==> src/rtl/dualmem_port_arbiter_if.sv <==
// Requester-side handshake and RAM-port bundle for dualmem_port_arbiter.
// The arbiter uses the slave modport; the requester/RAM side uses master.
interface dualmem_port_arbiter_if #(
  parameter int NREQ       = 2,
  parameter int ADDR_WIDTH = 9,
  parameter int DATA_WIDTH = 64
);
  localparam int BEW = DATA_WIDTH / 8;

  logic [NREQ-1:0]            req_valid;
  logic [NREQ-1:0]            req_ready;
  logic [NREQ*BEW-1:0]        req_we;
  logic [NREQ*ADDR_WIDTH-1:0] req_addr;
  logic [NREQ*DATA_WIDTH-1:0] req_wdata;
  logic [NREQ-1:0]            req_lock;
  logic [NREQ-1:0]            rsp_valid;
  logic [DATA_WIDTH-1:0]      rsp_rdata;
  logic                       mem_en;
  logic [BEW-1:0]             mem_we;
  logic [ADDR_WIDTH-1:0]      mem_addr;
  logic [DATA_WIDTH-1:0]      mem_wdata;
  logic [DATA_WIDTH-1:0]      mem_rdata;

  modport master (
    output req_valid, req_we, req_addr, req_wdata, req_lock, mem_rdata,
    input  req_ready, rsp_valid, rsp_rdata, mem_en, mem_we, mem_addr, mem_wdata
  );

  modport slave (
    input  req_valid, req_we, req_addr, req_wdata, req_lock, mem_rdata,
    output req_ready, rsp_valid, rsp_rdata, mem_en, mem_we, mem_addr, mem_wdata
  );
endinterface

==> src/rtl/dualmem_port_arbiter.sv <==
// Round-robin arbiter with lock sharing one RAM port among NREQ requesters.
// Grant and RAM drive are combinational; responses follow acceptance by one cycle.
module dualmem_port_arbiter #(
  parameter int NREQ       = 2,
  parameter int ADDR_WIDTH = 9,
  parameter int DATA_WIDTH = 64
) (
  input  logic                 clk,
  input  logic                 rstn,
  dualmem_port_arbiter_if.slave bus
);
  localparam int BEW = DATA_WIDTH / 8;
  localparam int PW  = (NREQ > 1) ? $clog2(NREQ) : 1;

  function automatic logic [PW-1:0] wrap_add(input logic [PW-1:0] base, input int off);
    int s;
    s = int'(base) + off;
    if (s >= NREQ) s = s - NREQ;
    return PW'(s);
  endfunction

  function automatic logic [PW-1:0] wrap_inc(input logic [PW-1:0] v);
    return wrap_add(v, 1);
  endfunction

  logic [PW-1:0]   prio;
  logic            locked;
  logic [PW-1:0]   lock_owner;
  logic [NREQ-1:0] rsp_vec_p1;

  logic            gnt_found;
  logic [PW-1:0]   gnt_idx;
  logic [NREQ-1:0] accept;

  // Stage p0: priority scan from prio, or owner-only while locked.
  always_comb begin
    logic [PW-1:0] cand;
    gnt_found = 1'b0;
    gnt_idx   = '0;
    cand      = '0;
    if (locked) begin
      if (bus.req_valid[lock_owner]) begin
        gnt_found = 1'b1;
        gnt_idx   = lock_owner;
      end
    end else begin
      // Scanning from the far end lets the nearest valid requester win last.
      for (int k = NREQ - 1; k >= 0; k--) begin
        cand = wrap_add(prio, k);
        if (bus.req_valid[cand]) begin
          gnt_found = 1'b1;
          gnt_idx   = cand;
        end
      end
    end
    if (!rstn) gnt_found = 1'b0;
  end

  always_comb begin
    accept = '0;
    for (int i = 0; i < NREQ; i++) begin
      accept[i] = gnt_found && (gnt_idx == PW'(i));
    end
  end

  assign bus.req_ready = accept;
  assign bus.mem_en    = gnt_found;
  assign bus.mem_we    = gnt_found ? bus.req_we[gnt_idx*BEW +: BEW] : '0;
  assign bus.mem_addr  = bus.req_addr[gnt_idx*ADDR_WIDTH +: ADDR_WIDTH];
  assign bus.mem_wdata = bus.req_wdata[gnt_idx*DATA_WIDTH +: DATA_WIDTH];

  // Stage p1: arbitration state update and one-hot response capture.
  always_ff @(posedge clk) begin
    if (!rstn) begin
      prio       <= '0;
      locked     <= 1'b0;
      lock_owner <= '0;
      rsp_vec_p1 <= '0;
    end else begin
      rsp_vec_p1 <= accept;
      if (gnt_found) begin
        prio       <= wrap_inc(gnt_idx);
        locked     <= bus.req_lock[gnt_idx];
        lock_owner <= gnt_idx;
      end
    end
  end

  assign bus.rsp_valid = rsp_vec_p1;
  assign bus.rsp_rdata = bus.mem_rdata;
endmodule
==> src/flat_wrapper.sv <==
// flat-port wrapper written by rule: the top's interface ports become plain ports
module dualmem_port_arbiter_flat 
#(
  parameter int NREQ       = 2,
  parameter int ADDR_WIDTH = 9,
  parameter int DATA_WIDTH = 64
)
  (clk, rstn, bus_req_valid, bus_req_we, bus_req_addr, bus_req_wdata, bus_req_lock, bus_mem_rdata, bus_req_ready, bus_rsp_valid, bus_rsp_rdata, bus_mem_en, bus_mem_we, bus_mem_addr, bus_mem_wdata);
  dualmem_port_arbiter_if #(.NREQ(NREQ), .ADDR_WIDTH(ADDR_WIDTH), .DATA_WIDTH(DATA_WIDTH)) bus_i ();
  input  logic clk;
  input  logic rstn;
  input wire logic [$bits(bus_i.req_valid)-1:0] bus_req_valid;
  input wire logic [$bits(bus_i.req_we)-1:0] bus_req_we;
  input wire logic [$bits(bus_i.req_addr)-1:0] bus_req_addr;
  input wire logic [$bits(bus_i.req_wdata)-1:0] bus_req_wdata;
  input wire logic [$bits(bus_i.req_lock)-1:0] bus_req_lock;
  input wire logic [$bits(bus_i.mem_rdata)-1:0] bus_mem_rdata;
  output wire logic [$bits(bus_i.req_ready)-1:0] bus_req_ready;
  output wire logic [$bits(bus_i.rsp_valid)-1:0] bus_rsp_valid;
  output wire logic [$bits(bus_i.rsp_rdata)-1:0] bus_rsp_rdata;
  output wire logic [$bits(bus_i.mem_en)-1:0] bus_mem_en;
  output wire logic [$bits(bus_i.mem_we)-1:0] bus_mem_we;
  output wire logic [$bits(bus_i.mem_addr)-1:0] bus_mem_addr;
  output wire logic [$bits(bus_i.mem_wdata)-1:0] bus_mem_wdata;
  assign bus_i.req_valid = bus_req_valid;
  assign bus_i.req_we = bus_req_we;
  assign bus_i.req_addr = bus_req_addr;
  assign bus_i.req_wdata = bus_req_wdata;
  assign bus_i.req_lock = bus_req_lock;
  assign bus_i.mem_rdata = bus_mem_rdata;
  assign bus_req_ready = bus_i.req_ready;
  assign bus_rsp_valid = bus_i.rsp_valid;
  assign bus_rsp_rdata = bus_i.rsp_rdata;
  assign bus_mem_en = bus_i.mem_en;
  assign bus_mem_we = bus_i.mem_we;
  assign bus_mem_addr = bus_i.mem_addr;
  assign bus_mem_wdata = bus_i.mem_wdata;
  dualmem_port_arbiter #(.NREQ(NREQ), .ADDR_WIDTH(ADDR_WIDTH), .DATA_WIDTH(DATA_WIDTH)) u_core (.clk(clk), .rstn(rstn), .bus(bus_i));
endmodule
==> config.mk <==
export PLATFORM = sky130hd
export DESIGN_NAME = dualmem_port_arbiter_flat
export DESIGN_NICKNAME = d
export VERILOG_FILES = /design/src/rtl/dualmem_port_arbiter_if.sv /design/src/rtl/dualmem_port_arbiter.sv /design/src/flat_wrapper.sv
export SDC_FILE = /design/constraint.sdc
export NUM_CORES = 1
export LEC_CHECK = 0
export ABC_AREA = 1
export BUFFER_PORTS_ARGS = -buffer_cell sky130_fd_sc_hd__buf_2
export CORE_AREA = 3 3 148 150
export CTS_BUF_LIST = sky130_fd_sc_hd__clkbuf_8
export DETAILED_ROUTE_END_ITERATION = 8
export DIE_AREA = 0 0 151 153
export MAX_ROUTING_LAYER = met4
export PLACE_DENSITY = 0.32
export SYNTH_ARGS = -nofsm -noshare
export SYNTH_HDL_FRONTEND = slang
export SYNTH_SLANG_ARGS = --single-unit
==> constraint.sdc <==
create_clock -name clk -period 1.95 [get_ports clk]
set_input_delay 0.0975 -clock clk [delete_from_list [all_inputs] [get_ports clk]]
set_output_delay 0.0975 -clock clk [all_outputs]
set_load 0.03 [all_outputs]
* Yosys cells after proc, flatten, opt, wreduce, memory -nomap -nowiden
Index checks and enable logic that the tools add are counted.
** Cells by class
- Add/subtract/negate cells :: 5
- Reduce and logical (&&, ||, !) cells :: 2
- Mux-type cells :: 23
- Bitwise logic cells :: 1
- Order comparisons :: 7
- Shift operators :: 3
- Multipliers :: 1
** Operators by type and width (count)
- $shiftx 128x8->64 :: 1
- $mux 1 :: 22
- $shiftx 18x6->9 :: 1
- $shiftx 16x5->8 :: 1
- $lt 1x2->1 const B :: 4
- $mux 8 :: 1
- $mul 1x4->5 const B :: 1
- $add 1x1->2 const B :: 2
- $ge 2x2->1 const B :: 2
- $sub 1x1->1 const B :: 3
- $ge 1x2->1 const B :: 1
- $logic_and 1x1->1 :: 2
- $not 1->1 :: 1
** Word-level totals
- Word-level logic and storage cells :: 46
- Register bits :: 5
- Input port bits :: 232
- Output and inout bits :: 150

* Logic depth before layout (Yosys ltp)
Gate-level depths: netlist of run 1.
- Word-level depth :: 12
- Gate-level depth with buffers :: 9
- Depth with buffers taken out :: 9

* Least setup slack after synthesis of run 1
Ideal clock, no wire load.
- Path type :: reg2out
- Start :: register u_core.locked
- End :: output port bus_mem_we[0]
- Path buffers :: 0
- Setup slack :: 0.392 ns
- Arrival time :: 1.460 ns
- Stages on the path, launching flop included :: 10
- Required time :: 1.852 ns
- Cell sequence :: dfxtp_1 -> nand2_1 -> nand2_1 -> nand2_1 -> nand2_1 -> inv_1 -> nand2_1 -> inv_2 -> nand2_1 -> nand2_1
** On the way
- Cells in the longest elaborated chain, start to end :: 3
- Elaborated cells on any way between the ends :: 5
- Those cells by class :: shift (1); mux (4)
** Ends and longest elaborated chain
- start, declared :: line dualmem_port_arbiter.sv:27 : logic locked;
- start signal, assigned :: line dualmem_port_arbiter.sv:83 : locked <= bus.req_lock[gnt_idx];
- $mux 1 :: line dualmem_port_arbiter.sv:41 : if (locked) begin
- $mux 1 :: line dualmem_port_arbiter.sv:56 : if (!rstn) gnt_found = 1'b0;
- named net bus_mem_en :: line flat_wrapper.sv:21 : output wire logic [$bits(bus_i.mem_en)-1:0] bus_mem_en;
- $mux 8 :: line dualmem_port_arbiter.sv:68 : assign bus.mem_we = gnt_found ? bus.req_we[gnt_idx*BEW +: BEW] : '0;
- end, declared :: line flat_wrapper.sv:22 : output wire logic [$bits(bus_i.mem_we)-1:0] bus_mem_we;
The timed path passes the listed nets, and every way through them passes these cells.

* Worst setup path in the final report of run 1
- Start :: register u_core.lock_owner
- End :: output port bus_mem_wdata[52]
** On the way
- Cells in the longest elaborated chain, start to end :: 5
** Ends and longest elaborated chain
- start, declared :: line dualmem_port_arbiter.sv:28 : logic [PW-1:0] lock_owner;
- start signal, assigned :: line dualmem_port_arbiter.sv:84 : lock_owner <= gnt_idx;
- $mux 1 (implied by the code) (2 in series) :: line dualmem_port_arbiter.sv:42 : if (bus.req_valid[lock_owner]) begin
- $mux 1 (*) :: line dualmem_port_arbiter.sv:42
- $mux 1 (*) :: line dualmem_port_arbiter.sv:41
- $shiftx 128x8->64 (*) :: line dualmem_port_arbiter.sv:70 : assign bus.mem_wdata = bus.req_wdata[gnt_idx*DATA_WIDTH +: DATA_WIDTH];
- end, declared :: line flat_wrapper.sv:24 : output wire logic [$bits(bus_i.mem_wdata)-1:0] bus_mem_wdata;
Mark *: on every way between the ends. The rest lies on a longest branch, timed or not. The select of a mux whose other input is x is not followed.

==> flow_summary.yaml, run 1 <==
synth:
  synth_cell_types: 17
  syn_inst: 356
  syn-mean-instance-area_um2: 4.90
  syn-num-nets: 588
  synth_seq_cells: 5
  yosysWarnings: 0
  syn_area_um2: 1750
  synth_seq_area_share_pct: 5.73
floorplanning:
  initial_core_util_pct: 8.38
  dieArea_um2: 23100
  fp.coreArea_um2: 20800
  top_level_ports: 382
  dieHeight_um: 153
  num_rows: 53
  fp.dieW_um: 151
final_layout:
  final_nets: 771
  multi_input_area_um2: 1020
  final_layout_size_suffix_gt1_share_pct: 49.6
  final-seq-area_um2: 100
  synthToLayoutAreaGrowth_pct: 65.4
  diodes: 0
  nFillCells: 2475
  instances_no_fill: 813
status:
  status: "finished, final reports clean"
setup_path:
  timing.rr.start: "u_core.locked"
  crit_arrival_ns: 1.65
  r2r_setup_slack_ns: 0.82
  cp.required_ns: 1.85
  cp-start-kind: "flip-flop"
  reg2reg_to: "u_core.prio"
  reg2reg_depth: 7
  critPathCaptureType: "output pin"
  crit_type: "flip-flop to output pin"
  critPathMaxFanout: 31
route:
  ant_nets: 0
  initialDrtViolationCount: 79
  wirelength_mm: 8.71
  wire_per_inst_um: 10.7
  dr.pass1.iters: 4
  drcViolationCount: 0
  avgViaCountPerCell: 3.26
  num_vias: 2648
timing:
  finalClockSkew_ns: 0.000773
  setup_viol: 0
  period_share_pct: 89.7
  layout_min_cycle_time_ns: 1.75
  fmaxAchievable_mhz: 572
  grt_setup_unrepaired: "no"
  worst_pin_slew_ns: 0.254
  finalMaxSlewViolations: 0
  hold_violations: 0
  max_slew_margin_pct: 83.0
  setup_tns_ns: 0
min_path:
  hold_end: "bus_rsp_rdata[12]"
  hold_path_depth: 0
  hold_path.class: "input port to output pin"
  holdCritStartpoint: "bus_mem_rdata[12]"
placed_design:
  port_buffers: 253
  placed_cells: 809
  place_congestion: 0.736
  dp_hpwl_mm: 7.37
clocking:
  cts_tree: "done"
  cts_sinks: 5
  clock_latency_ns: 0.22
  ctsHoldBuffers: 0
  cts-buffers-inserted: 3
  post_cts_buffers: 0
  path_clk_slew_ns: 0.04
  cts_max_path_buffers: 2
  cts.repair.resized: 0
  ctsHtreeMaxLevel: 1
  cts_root_buffer: "clkbuf_8"
global_routing:
  grt_max_degree: 43
  antenna_found_initial: 0
  met1_usage_pct: 6.24
  gr-total-overflow: 0
  grtUsageMet2_pct: 13.0
  grt_busiest_layer: "met2"
  grt_pass1_wl_mm: 12.3
  use_met3_pct: 2.08
  grt_use_total_pct: 6.88
  grt_pass1_vias: 2571
power_and_ir_drop:
  power.leakage_nw: 1.92
  max-vdd-ir-drop_uv: 90.4
  powerDensity_nw_per_um2: 501
  total_power_mw: 1.45
job:
  maxCapViolCount: 0
[synthesized netlist by cell type]
library cell,instances,share of area [%]
nor2_4,1,0.65
clkinv_2,1,0.29
nand2_1,253,54
buf_2,1,0.29
buf_6,5,3.2
nand2_2,1,0.36
o31ai_1,1,0.43
clkbuf_1,3,0.65
inv_2,3,0.65
nor2_1,1,0.21
a21oi_1,2,0.57
buf_4,70,30
nand3_1,2,0.57
a21oi_2,1,0.50
dfxtp_1,5,5.7
o21ai_1,1,0.29
inv_1,5,1.1
[final cells by class]
class	count	share of cell area, %
timing repair buffer	257	46.6
sequential	5	3.47
inverter	9	1.21
clock buffer	3	1.43
clock inverter	1	0.130
multi-input combinational	263	35.2
tap	275	11.9
[cell families (layout without fill, tap and decap cells)]
kind of cell,after synthesis,after routing,share of synthesized area [%]
and+or+nand+nor,258,258,56.2
buffers and inverters,88,270,36.3
AOI/OAI and AO/OA,5,5,1.79
DFF,5,5,5.73
[per-layer routing]
| layer | wire length [um] | part of all wire, % | vias up |
|---|---|---|---|
| met2 | 4290 | 49 | 193 |
| met3 | 1180 | 14 | 26 |
| li1 | - | - | 1354 |
| met4 | 321 | 3.7 | 0 |
| met5 | 0 | 0 | - |
| met1 | 2910 | 33 | 1075 |
[state kept, by name (all words and copies together), names as in the netlist]
signal,count
u_core.locked,1
u_core.bus.rsp_valid,2
u_core.prio,1
u_core.lock_owner,1
[worst max path at each step]
stage	endpoint	cells after the start	start	slack [ns]
after floorplan	bus_mem_we[0]	9	u_core.locked	0.39
after global placement	bus_mem_wdata[52]	8	u_core.lock_owner	0.42
after detailed placement	bus_mem_wdata[8]	8	u_core.lock_owner	0.41
after CTS	bus_mem_wdata[8]	8	u_core.lock_owner	0.17
after global routing	bus_mem_wdata[6]	8	u_core.lock_owner	0.04
final	bus_mem_wdata[52]	8	u_core.lock_owner	0.20
[worst max-delay path, stage by stage, from the launching register on]
cell      delay (ns)
dfxtp_1         0.36
inv_2           0.05
a21oi_2         0.18
nand2_4         0.15
clkinv_2        0.12
buf_12          0.19
nand2_1         0.07
nand2_1         0.10
buf_2           0.21
[placed cells by master, fill, tap and decap left out]
cell type	n
buf_2	253
inv_2	3
nand2_4	1
buf_12	4
o31ai_1	1
a21oi_1	2
inv_1	6
clkinv_2	1
a21oi_2	1
nand2_1	253
nand3_1	2
o21ai_1	1
dfxtp_1	5
nor2_4	1
nor2_1	1
clkbuf_8	3
[power by group]
| group | leakage [nW] | total, mW | internal (mW) | switching (mW) |
|---|---|---|---|---|
| sequential | 0.0414 | 0.117 | 0.112 | 0.00489 |
| combinational | 1.85 | 1.14 | 0.376 | 0.769 |
| clock | 0.0269 | 0.186 | 0.135 | 0.0514 |
[stage by stage]
step | util [%] | hold WS (ns) | instance area [um^2] | setup WS (ns)
after global placement | 13.7 | 0.195 | 2840 | 0.416
after floorplan | - | 0.302 | 1750 | 0.392
after detailed placement | 13.7 | 0.195 | 2840 | 0.410
after global routing | 13.9 | 0.195 | 2890 | 0.0392
after CTS | 13.9 | 0.195 | 2890 | 0.173
final | 13.9 | 0.195 | 2890 | 0.200
No activity file was read; power rests on OpenSTA's default activity.
==> inputs of run 2 (changes only) <==
Settings changed: CORE_AREA 3 3 148 150 to 3 3 145 147, CTS_BUF_LIST sky130_fd_sc_hd__clkbuf_8 to default, DIE_AREA 0 0 151 153 to 0 0 148 150, PLACE_DENSITY 0.32 to 0.33.
Clock period 1.95 ns to 1.7 ns, I/O delays scaled along.
==> flow_summary.yaml, run 2 (synthesis gave the netlist of run 1 again) <==
status:
  status: "finished, final reports clean"
timing:
  finalClockSkew_ns: 0.000415
  setup_slack_ns: 0.0774
  worst_pin_slew_ns: 0.275
  hold_violations: 0
  layout_min_cycle_time_ns: 1.62
  max_slew_margin_pct: 81.7
  setup_viol: 0
  period_share_pct: 95.4
  grt_setup_unrepaired: "yes"
  fmaxAchievable_mhz: 616
  finalMaxSlewViolations: 0
min_path:
  holdCritStartpoint: "bus_mem_rdata[28]"
  hold_path.class: "input port to output pin"
  hold_end: "bus_rsp_rdata[28]"
  hold_path_depth: 0
global_routing:
  grt_max_degree: 42
  grt_pass1_wl_mm: 12.2
  antenna_found_initial: 0
  grt_pass1_vias: 2395
  grt_use_total_pct: 7.08
  gr-total-overflow: 0
floorplanning:
  initial_core_util_pct: 8.71
  num_rows: 52
  top_level_ports: 382
  dieArea_um2: 22200
  fp.coreArea_um2: 20000
  dieHeight_um: 150
  fp.dieW_um: 148
route:
  initialDrtViolationCount: 49
  dr.pass1.iters: 4
  wire_per_inst_um: 12.0
  wirelength_mm: 9.78
  ant_nets: 0
  avgViaCountPerCell: 3.33
  drcViolationCount: 0
  num_vias: 2721
final_layout:
  synthToLayoutAreaGrowth_pct: 78.3
  layout_common_cells: "nand2_1, buf_2, buf_4"
  largest_reg_flops: 2
  final_common_cell: "nand2_1"
  final_layout_size_suffix_gt1_share_pct: 51.5
  instances_no_fill: 816
  diodes: 0
  final_nets: 779
  utilization_pct: 15.5
clocking:
  clock_latency_ns: 0.23
  cts_root_buffer: "clkbuf_16"
  cts_sinks: 5
  ctsHtreeMaxLevel: 1
  ctsHoldBuffers: 0
  path_clk_slew_ns: 0.03
  cts_max_path_buffers: 2
  cts-buffers-inserted: 3
  cts_tree: "done"
setup_path:
  cp.required_ns: 1.62
  startpoint: "u_core.lock_owner"
  reg2reg_to: "u_core.locked"
  crit_arrival_ns: 1.54
  critPathCaptureType: "output pin"
  crit_type: "flip-flop to output pin"
  reg2reg_depth: 8
  critPathMaxFanout: 7
  r2r_setup_slack_ns: 0.50
  timing.rr.start: "u_core.locked"
  cp-start-kind: "flip-flop"
placed_design:
  dp_hpwl_mm: 7.89
  placed_cells: 806
  place_ws_ns: 0.217
  port_buffers: 253
  place_congestion: 0.650
power_and_ir_drop:
  max-vdd-ir-drop_uv: 325
  powerDensity_nw_per_um2: 621
  power.leakage_nw: 2.00
job:
  maxCapViolCount: 0
## run 2: cell types whose count changed in the layout (fill, tap and decap cells not counted), moves of 2 or more
cell,previous run,this run
buf_2,253,235
buf_4,0,12
clkbuf_16,0,5
clkbuf_4,0,8
clkbuf_8,3,0
dfxtp_1,5,3
inv_1,6,4
nand2_1,253,251
## run 2: worst max path at each step
stage | end | slack (ns) | cells past startpoint
after detailed placement | bus_mem_we[6] | 0.22 | 9
after global placement | bus_mem_we[6] | 0.19 | 9
after floorplan | bus_mem_we[0] | 0.15 | 9
after CTS | bus_mem_we[1] | 0.001 | 9
after global routing | bus_mem_we[6] | -0.02 | 9
final | bus_mem_we[6] | 0.08 | 9
## run 2: where the power goes
| part | leakage, nW | internal, mW | switching, mW |
|---|---|---|---|
| Combinational | 1.92 | 0.504 | 0.912 |
| Clock | 0.0382 | 0.310 | 0.0724 |
| Sequential | 0.0425 | 0.129 | 0.00681 |
## run 2: layout make-up
class	instances	area, um^2
Timing Repair inverter	1	7.51
Timing Repair Buffer	263	1500
Inverter	9	41.3
Clock buffer	4	78.8
Sequential cell	5	105
Multi-Input combinational cell	264	1050
Fill cell	2356	16900
Tap cell	270	338
## run 2: worst max-delay path, cell delays in order, from the launching register on
cell and delay (ns):
dfxtp_2 0.34, inv_2 0.05, a21oi_4 0.14, nand2_4 0.10, buf_12 0.17, nand2_4 0.10
clkinvlp_4 0.12, nand2_1 0.08, nand2_1 0.05, buf_4 0.16
## run 2: stage by stage
stage	setup TNS, ns	instance area, um^2	hold slack [ns]	power [mW]
floorplan	0	1750	0.289	1.25
global placement	0	2860	0.170	1.49
detailed placement	0	2860	0.170	1.47
CTS	0	2960	0.170	1.88
global route	-0.0262	3110	0.170	2.07
finish	0	3110	0.170	1.93
## run 2: timing repair
item | CTS | global route
resized for setup | 7 | 30
buffers inserted | 0 | 2
pin swaps | 2 | 4
endpoints found under the setup margin | 9 | 82
gates cloned | 1 | 3
hold endpoints to repair | 0 | 0
## run 2: per-layer routing
metal	global-route usage [%]	wire [um]	vias up	share of wire [%]
met2	12.7	4730	213	48
met4	2.96	348	0	3.6
met1	6.79	3370	1109	34
met5	-	0	-	0
li1	-	-	1371	-
met3	2.76	1340	28	14
